--- config.mk ---
export PLATFORM = sky130hd
export DESIGN_NAME = pe_depacketizer_fifo
export DESIGN_NICKNAME = d
export VERILOG_FILES = /design/src/rtl/pe_depacketizer_fifo.sv
export SDC_FILE = /design/constraint.sdc
export NUM_CORES = 1
export LEC_CHECK = 0
export ABC_AREA = 1
export BUFFER_PORTS_ARGS = -buffer_cell sky130_fd_sc_hd__buf_2
export CORE_MARGIN = 3
export CORE_UTILIZATION = 28
export DETAILED_ROUTE_END_ITERATION = 7
export GPL_TIMING_DRIVEN = 0
export PLACE_DENSITY = 0.54
export SKIP_CTS_REPAIR_TIMING = 1
export SLEW_MARGIN = 20
export SYNTH_ARGS = -nofsm -noshare
export SYNTH_HDL_FRONTEND = slang
export SYNTH_HIERARCHICAL = 1
export SYNTH_SLANG_ARGS = --single-unit
export TNS_END_PERCENT = 1
--- constraint.sdc ---
create_clock -name i_clk -period 4.3 [get_ports i_clk]
set_input_delay 0.43 -clock i_clk [delete_from_list [all_inputs] [get_ports i_clk]]
set_output_delay 0.43 -clock i_clk [all_outputs]
set_load 0.01 [all_outputs]
--- src/rtl/pe_depacketizer_fifo.sv ---
// pe_depacketizer_fifo: takes NoC packets from the router port and decodes each
// one. Packets addressed to this PE go, by type, into a pixel, filter or
// partial-sum FIFO. Misaddressed and reserved-type packets are dropped and
// counted.
// Optional feature macro: DEPKT_BROADCAST_EN. When it is defined, the all-ones
// destination address is accepted by every PE.
//
// Handshake rule for every port pair in this file: a transfer happens at the
// posedge where valid && ready are both high. A source holds its data stable
// while valid && !ready. Valid does not depend on ready.
//
// Debug: o_state shows the FSM state (0 = IDLE, 1 = DECODE, 2 = WAIT).

module pe_depkt_fifo #(
  parameter int W     = 8,
  parameter int DEPTH = 4
) (
  input  logic         i_clk,
  input  logic         i_rst,
  input  logic         i_push,
  input  logic [W-1:0] i_wdata,
  output logic         o_full,
  output logic         o_valid,
  input  logic         i_ready,
  output logic [W-1:0] o_rdata
);
  localparam int AW = $clog2(DEPTH);
  localparam int CW = AW + 1;

  logic [W-1:0]  r_mem [DEPTH];
  logic [AW-1:0] r_wr_ptr;
  logic [AW-1:0] r_rd_ptr;
  logic [CW-1:0] r_count;
  logic          w_push;
  logic          w_pop;

  // Full and empty come from the registered count only. A pop in the same
  // cycle never frees a slot for that cycle's push.
  assign o_full  = (r_count == CW'(DEPTH));
  assign o_valid = (r_count != '0);
  assign o_rdata = r_mem[r_rd_ptr];
  assign w_push  = i_push && !o_full;
  assign w_pop   = o_valid && i_ready;

  // Pointers wrap naturally because DEPTH is a power of two
  always_ff @(posedge i_clk or posedge i_rst) begin
    if (i_rst) begin
      r_wr_ptr <= '0;
      r_rd_ptr <= '0;
      r_count  <= '0;
    end else begin
      if (w_push) r_wr_ptr <= r_wr_ptr + AW'(1);
      if (w_pop)  r_rd_ptr <= r_rd_ptr + AW'(1);
      case ({w_push, w_pop})
        2'b10:   r_count <= r_count + CW'(1);
        2'b01:   r_count <= r_count - CW'(1);
        default: r_count <= r_count;
      endcase
    end
  end

  // Storage array; contents are meaningless while the count is zero, so it has no reset
  always_ff @(posedge i_clk) begin
    if (w_push) r_mem[r_wr_ptr] <= i_wdata;
  end
endmodule

module pe_depacketizer_fifo #(
  parameter  int DWIDTH     = 8,
  parameter  int NPIX       = 5,
  parameter  int NFILT      = 3,
  parameter  int PSUM_W     = 16,
  parameter  int ADDR_W     = 3,
  parameter  int FIFO_DEPTH = 4,
  parameter  int MY_ADDR    = 0,
  localparam int PWIDTH     = 2 + 2*ADDR_W + NPIX*DWIDTH
) (
  input  logic                    i_clk,
  input  logic                    i_rst,
  input  logic                    i_in_valid,
  output logic                    o_in_ready,
  input  logic [PWIDTH-1:0]       i_in_data,
  output logic                    o_pix_valid,
  input  logic                    i_pix_ready,
  output logic [NPIX*DWIDTH-1:0]  o_pix_data,
  output logic [ADDR_W-1:0]       o_pix_src,
  output logic                    o_filt_valid,
  input  logic                    i_filt_ready,
  output logic [NFILT*DWIDTH-1:0] o_filt_data,
  output logic                    o_psum_valid,
  input  logic                    i_psum_ready,
  output logic [PSUM_W-1:0]       o_psum_data,
  output logic [7:0]              o_drop_cnt,
  output logic [1:0]              o_state
);
  localparam int PLW = NPIX*DWIDTH;
  localparam logic [ADDR_W-1:0] LP_MY_ADDR = ADDR_W'(MY_ADDR);
  localparam logic [1:0] T_FILT  = 2'b00;
  localparam logic [1:0] T_IFMAP = 2'b01;
  localparam logic [1:0] T_PSUM  = 2'b10;

  typedef enum logic [1:0] {
    S_IDLE   = 2'd0,
    S_DECODE = 2'd1,
    S_WAIT   = 2'd2
  } state_t;

  state_t            r_state;
  logic              r_in_ready;
  logic [PWIDTH-1:0] r_hold;
  logic [7:0]        r_drop_cnt;

  logic [1:0]        w_type;
  logic [ADDR_W-1:0] w_dst;
  logic [ADDR_W-1:0] w_src;
  logic [PLW-1:0]    w_payload;
  logic              w_addr_ok;
  logic              w_drop;
  logic              w_tgt_full;
  logic              w_active;
  logic              w_push;
  logic              w_pix_full;
  logic              w_filt_full;
  logic              w_psum_full;
  logic [PLW+ADDR_W-1:0] w_pix_rdata;

  // Fields of the held packet: {type, dst, src, payload}
  assign w_type    = r_hold[PWIDTH-1 -: 2];
  assign w_dst     = r_hold[PWIDTH-3 -: ADDR_W];
  assign w_src     = r_hold[PLW +: ADDR_W];
  assign w_payload = r_hold[PLW-1:0];

`ifdef DEPKT_BROADCAST_EN
  assign w_addr_ok = (w_dst == LP_MY_ADDR) || (w_dst == {ADDR_W{1'b1}});
`else
  assign w_addr_ok = (w_dst == LP_MY_ADDR);
`endif

  assign w_drop   = !w_addr_ok || (w_type == 2'b11);
  assign w_active = (r_state == S_DECODE) || (r_state == S_WAIT);
  assign w_push   = w_active && !w_drop && !w_tgt_full;

  // Fullness of the FIFO chosen by the held packet's type
  always_comb begin
    w_tgt_full = 1'b0;
    case (w_type)
      T_IFMAP: w_tgt_full = w_pix_full;
      T_FILT:  w_tgt_full = w_filt_full;
      T_PSUM:  w_tgt_full = w_psum_full;
      default: w_tgt_full = 1'b0;
    endcase
  end

  // Control FSM: accept in IDLE, then decide drop, push or stall on the next cycles
  always_ff @(posedge i_clk or posedge i_rst) begin
    if (i_rst) begin
      r_state    <= S_IDLE;
      r_in_ready <= 1'b0;
      r_hold     <= '0;
      r_drop_cnt <= '0;
    end else begin
      case (r_state)
        S_IDLE: begin
          r_in_ready <= 1'b1;
          if (i_in_valid && r_in_ready) begin
            r_hold     <= i_in_data;
            r_in_ready <= 1'b0;
            r_state    <= S_DECODE;
          end
        end
        S_DECODE, S_WAIT: begin
          if (r_state == S_DECODE && w_drop && r_drop_cnt != 8'hFF)
            r_drop_cnt <= r_drop_cnt + 8'd1;
          if (w_drop || !w_tgt_full) begin
            r_state    <= S_IDLE;
            r_in_ready <= 1'b1;
          end else begin
            r_state    <= S_WAIT;
          end
        end
        default: begin
          r_state    <= S_IDLE;
          r_in_ready <= 1'b0;
        end
      endcase
    end
  end

  assign o_in_ready = r_in_ready;
  assign o_drop_cnt = r_drop_cnt;
  assign o_state    = r_state;

  pe_depkt_fifo #(.W(PLW + ADDR_W), .DEPTH(FIFO_DEPTH)) u_pix_fifo (
    .i_clk   (i_clk),
    .i_rst   (i_rst),
    .i_push  (w_push && (w_type == T_IFMAP)),
    .i_wdata ({w_src, w_payload}),
    .o_full  (w_pix_full),
    .o_valid (o_pix_valid),
    .i_ready (i_pix_ready),
    .o_rdata (w_pix_rdata)
  );

  assign o_pix_src  = w_pix_rdata[PLW +: ADDR_W];
  assign o_pix_data = w_pix_rdata[PLW-1:0];

  pe_depkt_fifo #(.W(NFILT*DWIDTH), .DEPTH(FIFO_DEPTH)) u_filt_fifo (
    .i_clk   (i_clk),
    .i_rst   (i_rst),
    .i_push  (w_push && (w_type == T_FILT)),
    .i_wdata (w_payload[NFILT*DWIDTH-1:0]),
    .o_full  (w_filt_full),
    .o_valid (o_filt_valid),
    .i_ready (i_filt_ready),
    .o_rdata (o_filt_data)
  );

  pe_depkt_fifo #(.W(PSUM_W), .DEPTH(FIFO_DEPTH)) u_psum_fifo (
    .i_clk   (i_clk),
    .i_rst   (i_rst),
    .i_push  (w_push && (w_type == T_PSUM)),
    .i_wdata (w_payload[PSUM_W-1:0]),
    .o_full  (w_psum_full),
    .o_valid (o_psum_valid),
    .i_ready (i_psum_ready),
    .o_rdata (o_psum_data)
  );
endmodule

* After elaboration in Yosys (flattened, before gate mapping)
Memory sizes are Yosys's and may differ from the RTL's.
Index checks and enable logic that the tools add are counted.
** Word-level totals
- Flip-flop bits (word level) :: 80
- Memories kept :: 3
- ROM bits :: 0
- Bits in latches :: 0
- Memory bits (writable) :: 332
** Memory list
- u_pix_fifo.r_mem :: words 4, bits a word 43, read ports 1, clocked after Yosys merged registers in 0, wr ports 1, RTL line 30 : logic [W-1:0] r_mem [DEPTH];
- u_filt_fifo.r_mem :: words 4, bits a word 24, read ports 1, clocked after Yosys merged registers in 0, wr ports 1, RTL line 30
- u_psum_fifo.r_mem :: words 4, bits a word 16, read ports 1, clocked after Yosys merged registers in 0, wr ports 1, RTL line 30
** Operators by class
- Div/mod/pow operators :: 0
- Multipliers :: 0
- Reductions and logical operators :: 35
- Shift operators :: 0
- Bitwise logic cells :: 0
- Mux-type cells :: 16
- Order comparisons :: 0
- $add $sub $neg :: 13
- Equal/unequal tests :: 17
** Operators with widths (number)
- 3-bit one-hot mux with 2 select lines :: 3
- 1-bit logical AND :: 14
- 2-bit by 1-bit adder with 2-bit output (second input constant) :: 6
- 2-bit == test (second input constant) :: 6
- 2-bit by 1-bit == test with 1-bit output (second input constant) :: 5
- 3-bit by 1-bit adder with 3-bit output (second input constant) :: 3
- 3-bit == test (second input constant) :: 3
- 3-bit nonzero test :: 3
- 3-bit by 1-bit subtractor with 3-bit output (second input constant) :: 3
- 8-bit by 1-bit adder with 8-bit output (second input constant) :: 1
- 1-bit 2-to-1 mux :: 8
- 8-bit != test (second input constant) :: 1
- 1-bit zero test :: 6
- 2-bit nonzero test :: 3
- 2-bit zero test :: 2
- 2-bit 2-to-1 mux :: 2
- 2-bit != test (second input constant) :: 2
- 2-bit one-hot mux with 2 select lines :: 1
- 2-bit AND reduction :: 2
- 3-bit zero test :: 1
- 1-bit logical OR :: 3
- 1-bit one-hot mux with 3 select lines :: 1
- 1-bit one-hot mux with 2 select lines :: 1
- 2-bit OR reduction :: 1

* Longest topological paths before layout
Gate-level depths: netlist (run 1).
- Word-level depth :: 10
- Gate-level depth with buffers :: 15
- Mapped depth without buffers :: 15

* Hierarchy
The synthesis (run 1) kept the hierarchy.
** By module, submodules not included
- pe_depkt_fifo at u_pix_fifo :: seq. area each 5340.1 um^2, times used 1, cells each 563, area an instance 7373.3 um^2
- pe_depkt_fifo at u_filt_fifo :: seq. area each 3057.9 um^2, times used 1, cells each 341, area an instance 4374.2 um^2
- pe_depkt_fifo at u_psum_fifo :: seq. area each 2097.0 um^2, times used 1, cells each 248, area an instance 3037.9 um^2
- pe_depacketizer_fifo :: seq. area each 1476.4 um^2, times used 1, cells each 315, area an instance 2682.6 um^2

* Worst setup path after synthesis (run 1)
OpenSTA, ideal clock, no wires.
- Kind :: reg-to-reg
- From :: reg r_state[0] (netlist: o_state[0])
- To :: mem u_pix_fifo/r_mem[0][0] (netlist name), enable pin
- Required time :: 3.856 ns
- Cell stages (with the launch flop) :: 8
- Path buffers :: 0
- Setup time :: 0.444 ns
- Slack :: 0.568 ns
- Arrival :: 3.288 ns
- Path through :: dfrtp_1 -> inv_1 -> ha_1 -> inv_1 -> nor2_4 -> nor3b_1 -> nand2_1 -> nor2_1
** Between the ends
- Cells in the longest elaborated chain, start to end :: 8
- Elaborated cells between the ends (all ways) :: 9
- Classes of those cells :: 2 x eq/ne; 2 x mux; 5 x reduce/logical
** Ends and longest elaborated chain
- start, declared :: RTL line 108 : state_t r_state;
- start signal, assigned :: RTL line 157 : r_state <= S_IDLE;
- start signal, assigned :: RTL line 168 : r_state <= S_DECODE;
- start signal, assigned :: RTL line 175 : r_state <= S_IDLE;
- 2-bit by 1-bit == test with 1-bit output / 2-bit == test (equally long branches) :: RTL line 140 : assign w_active = (r_state == S_DECODE) || (r_state == S_WAIT);
- 1-bit logical OR * :: RTL line 140
- 1-bit logical AND * (2 in series) :: RTL line 141 : assign w_push = w_active && !w_drop && !w_tgt_full;
- 1-bit logical AND * :: RTL line 196 : .i_push (w_push && (w_type == T_IFMAP)),
- 1-bit logical AND * :: RTL line 42 : assign w_push = i_push && !o_full;
- 1-bit 2-to-1 mux * :: RTL line 64 : if (w_push) r_mem[r_wr_ptr] <= i_wdata;
- 1-bit 2-to-1 mux (not written as such) * :: RTL line 64
- end, declared :: RTL line 30
Every way passes the cells marked *; elsewhere a longest branch is shown, timed or not.

* Worst setup path after layout (run 1)
- From :: reg r_state[1] (netlist: o_state[1])
- To :: mem u_pix_fifo/r_mem[0][19] (netlist name), enable pin
Same word-level chain as after synthesis.

==> out/qor.txt, run 1 <==
DR iter-0 viols = 610
FF+latch area = 12000 sq um
antenna violations before repair = 5
Synth Flop Type = edfxtp_1
min Tclk post-route = 3.23 ns
status = finished, final reports clean
Setup crit start kind = register
critical path cell sequence = inv_1 > ha_1 > inv_1 > nor2_4 > nor3b_1 > nand2_1 > nor2_4 > buf_12
nets = 1756
width of the chip = 256 um
Setup CP Type = reg -> reg
vias in the first global route = 11100
first-pass GRT wire length = 68600 um
r2r setup slk = 1.07 ns
HPWL after DPL = 31300 um
routability cong. = 0.748
Worst-Skew Late Latency = 0.57 ns
max cap viols = 0
drt wl/cell = 17.8 um
die height = 256 um
Synth top area share = 0.571
Mapped Cells = 1467
Hold Path End = r_hold[34]
skew final = 0.0157 ns
CTS buffer count = 45
residual DRC count = 0
largest cells by area after synthesis = edfxtp_1 57%, dfrtp_1 11%, nand2_1 9.4%
dominant cell by count in the synthesized netlist = nand2_1
critical register-to-register path startpoint = o_state[1]
Max Root-Sink Buffers = 3
Slew headroom = 0.396
synthesized area per cell = 11.9 sq um
Final Max Slew Viols = 0
final-report setup violation count = 0
core area = 61000 sq um
layout cells sized above 1 = 0.218
I/O Buffers = 150
Syn. warnings = 6
post-synthesis sequential area ratio = 0.685
Final Hold Fails = 0
Worst R2R End = u_pix_fifo/r_mem[0][19]
CTS root buffer = clkbuf_16
Cell Area, Placed = 19600 sq um
initial core utilization = 0.286
Filler cells = 6095
worst reg2reg path depth = 8
vias per inst = 4.33
post-synth top area cell = edfxtp_1
WL final = 45400 um
area of the multi-input gates = 4140 sq um
largest net degree at the start of global routing = 44
Worst-Margin Slew = 0.904 ns
die area = 65400 sq um
GRT Overall Usage = 0.137
H-tree Lvls = 2
Post-Syn Area = 17500 sq um
synth cell count leaders = 436 x nand2_1, 332 x edfxtp_1, 221 x inv_1
Sink Count = 412
CP top delay family = simple AND/OR/NAND/NOR gates
CTS clk-pin slew, worst paths = 0.06 ns
#FFs+latches synth = 412
CP peak stage delay = 0.78 ns
DRT Pass-1 Iters = 5
Hold WS = 0.0996 ns
Pwr Density = 690 nW/um^2
Synth cell types = 28
largest fanout on the critical path = 23
syn nets = 1543
Layout area overhead = 21.1%
I/O pin count = 151
slowest library cell on the worst path = nor2_4
post-route ant nets = 0
unrepaired setup endpoints after global routing = false
Leak = 8.93 nW
hold path cells = 3
crit path DAT = 3.48 ns
worst hold path type = in -> reg
TritonCTS clock tree = done
via count of the routed design = 11000
post-layout instance area = 21200 sq um
period utilisation layout = 0.751
hold path start = i_in_data[34]
Req. time, crit path = 4.56 ns
FMAX = 310 MHz
overall power = 14.6 mW
Peak VDD IR = 0.342 mV
total congestion overflow = 0
Async S/R FF share, synth = 0.194
CP Capture Type = register
Row Count = 90
number of synthesized flops with an enable pin = 332
worst path buffer plus inverter count = 3
-- layout by cell type, fill, tap and decap left out, types with 19 or more instances in the layout --
cell type  instances
buf_2            177
buf_6             30
clkbuf_16         47
dfrtp_1           80
edfxtp_1         332
ha_1              19
inv_1            220
nand2_1          436
nand3_1           75
o211ai_1         131
o211ai_2          35
-- area by class of cell --
cell class	instances	area share
flip-flops and latches	412	0.566
multi-input cells	753	0.196
clock buffers	70	0.0649
repair buffers	166	0.0512
well taps	828	0.0490
inverters	234	0.0418
plain buffers	68	0.0257
clock inverters	14	0.00544
diodes	3	0.000355
-- power breakdown --
| group | switching (mW) | internal [mW] |
|---|---|---|
| Sequential | 0.719 | 5.15 |
| Clock | 1.55 | 2.26 |
| Combinational | 3.20 | 1.70 |
-- registers in the layout, indices dropped and copies added, names as in the netlist, 3 cells and up --
name and count:
u_pix_fifo/r_mem 172, u_filt_fifo/r_mem 96, u_psum_fifo/r_mem 64, r_hold 48, o_drop_cnt 8, u_filt_fifo/r_count 3
u_pix_fifo/r_count 3, u_psum_fifo/r_count 3
-- worst max-delay path by stage --
stage,from,end,slack [ns],cells past startpoint
detailed placement,o_state[1],u_pix_fifo/r_mem[0][27],1.06,8
floorplan,o_state[0],u_pix_fifo/r_mem[0][0],0.57,7
global placement,o_state[1],u_pix_fifo/r_mem[1][19],-1.23,7
global route,o_state[0],u_pix_fifo/r_mem[0][27],0.82,8
CTS,o_state[1],u_pix_fifo/r_mem[0][18],1.02,8
finish,o_state[1],u_pix_fifo/r_mem[0][19],1.07,8
-- routing by layer --
| metal | vias to the layer above | global-route usage | wire length (um) |
|---|---|---|---|
| met1 | 5352 | 0.177 | 20100 |
| met4 | 2 | 0.0372 | 1150 |
| met2 | 229 | 0.235 | 22000 |
| met3 | 70 | 0.0286 | 2110 |
| met5 | - | 0 | 20 |
| li1 | 5388 | - | - |
-- kinds of logic (layout without fill, tap and decap cells) --
group	count (synthesis)	in the layout	synth area share
other	0	3	0
buffers and inverters	302	552	0.0816
DFF	412	412	0.685
and+or+nand+nor	549	549	0.129
adders and majority gates	22	22	0.0170
AOI/OAI and AO/OA	176	176	0.0842
xor gates and xnor gates	6	6	0.00301
-- tightest hold or removal path: cells and delay by family --
family	cells	cell delay (ns)
AND/OR/NAND/NOR	2	0.12
buffers and inverters	1	0.07
-- stage by stage --
stage,utilization,std cells,TNS [ns],worst slack [ns]
2_1_floorplan,-,1467,0,0.568
3_3_place_gp,0.315,2445,-198.95,-1.23
3_5_place_dp,0.322,2460,0,1.06
4_1_cts,0.346,2544,0,1.02
5_1_grt,0.347,2547,0,0.822
6_report,0.347,2548,0,1.07
No activity file was read; power rests on OpenSTA's default activity.
==> run 2: changes to the inputs <==
- PLACE_DENSITY: 0.54 -> 0.55
- clock period: 4.3 -> 2.8 ns (I/O delays scaled with it)
==> out/qor.txt, run 2 (synthesized netlist as in run 1, its figures left out) <==
max cap viols = 0
period utilisation layout = 0.965
Filler cells = 6071
via count of the routed design = 11200
Final Max Slew Viols = 0
worst hold path type = in -> reg
CTS buffer count = 46
total congestion overflow = 0
status = finished, final reports clean
unrepaired setup endpoints after global routing = true
layout cells sized above 1 = 0.215
FF+latch area = 12000 sq um
Most flops, register = u_pix_fifo/r_mem
Sink Count = 412
die area = 65400 sq um
Req. time, crit path = 3.28 ns
nets = 1804
Top Registers = u_pix_fifo/r_mem x172, u_filt_fifo/r_mem x96, u_psum_fifo/r_mem x64
drt wl/cell = 17.8 um
worst setup margin = 0.0987 ns
vias per inst = 4.32
min Tclk post-route = 2.70 ns
Worst-Skew Late Latency = 0.58 ns
CTS clk-pin slew, worst paths = 0.06 ns
vias in the first global route = 11000
Pwr Density = 1040 nW/um^2
TritonCTS clock tree = done
Row Count = 90
FMAX = 370 MHz
GRT Overall Usage = 0.137
Peak VDD IR = 0.442 mV
die height = 256 um
Slew headroom = 0.494
DRT Pass-1 Iters = 5
Setup crit start kind = register
most frequent cells in the layout = 433 x nand2_1, 332 x edfxtp_1, 220 x inv_1
largest net degree at the start of global routing = 32
r2r setup slk = 0.1 ns
post-route ant nets = 0
crit path DAT = 3.18 ns
area of the multi-input gates = 4190 sq um
first-pass GRT wire length = 68100 um
I/O pin count = 151
Setup CP Type = reg -> reg
core area = 61000 sq um
DR iter-0 viols = 656
Layout area overhead = 24.1%
HPWL after DPL = 31500 um
initial core utilization = 0.286
CTS root buffer = clkbuf_16
pre-CTS WS = -0.415 ns
Max Root-Sink Buffers = 3
largest fanout on the critical path = 7
routability cong. = 0.741
commonest non-fill, non-tap cell in the layout = nand2_1
Leak = 9.14 nW
H-tree Lvls = 2
Core Util, Final = 0.355
Worst-Margin Slew = 0.757 ns
I/O Buffers = 150
width of the chip = 256 um
number of flip-flops in the largest register = 172
residual DRC count = 0
CP Capture Type = register
skew final = 0.0194 ns
antenna violations before repair = 2
WL final = 46100 um
final-report setup violation count = 0
Final Hold Fails = 0
-- run 2: layout make-up --
class,count,share of cell area
flip-flops and latches,412,0.552
diodes,1,0.000115
plain buffers,68,0.0251
clock buffers,68,0.0607
clock inverters,18,0.00837
well taps,828,0.0478
inverters,234,0.0408
repair buffers,212,0.0715
multi-input cells,754,0.193
-- run 2: worst max-delay path, stage by stage, from the launching register on --
cell     delay, ns
dfrtp_1       0.36
inv_1         0.10
nand3_1       0.18
inv_1         0.07
nand3_1       0.10
nand3_2       0.18
nor3b_4       0.33
nand2_2       0.25
ha_1          0.30
inv_1         0.11
fa_1          0.44
o21ai_0       0.18
-- run 2: stage by stage --
step                      hold WS, ns  cell area, sq um  total power, mW  setup TNS (ns)  instances
after global placement          0.338             19300             16.7         -420.94       2445
after detailed placement        0.367             19600             17.0          -50.29       2458
after global routing          0.00689             21700             24.1           -2.42       2594
final                          0.0106             21700             22.6               0       2595
after CTS                      -0.258             21100             23.0          -59.38       2544
after floorplan                0.0834             17500             13.4          -56.28       1467
-- run 2: where the power goes --
part	switching, mW	total, mW	internal, mW
Combinational	5.02	7.69	2.67
Sequential	1.09	9.00	7.90
Clock	2.41	5.95	3.54
Total	8.52	22.6	14.1
-- run 2: worst paths after layout --
path                                       start                endpoint  cells past startpoint
setup / recovery           u_pix_fifo/r_count[0]  u_filt_fifo/r_count[1]                     11
hold / removal                     i_in_data[14]              r_hold[14]                      3
setup reg to reg           u_pix_fifo/r_count[0]  u_filt_fifo/r_count[1]                     11
hold reg to reg            u_pix_fifo/r_count[0]   u_pix_fifo/r_count[0]                      1
max in group asynchronous                  i_rst              r_hold[12]                      4
min in group asynchronous                  i_rst   u_pix_fifo/r_count[0]                      3
-- run 2: routing by layer --
layer  global-route usage  part of all wire  wire, um
met1                0.175              0.43     19900
met2                0.235              0.50     22900
met3               0.0300             0.050      2320
met4               0.0352             0.021       985
met5                    0           0.00028        13
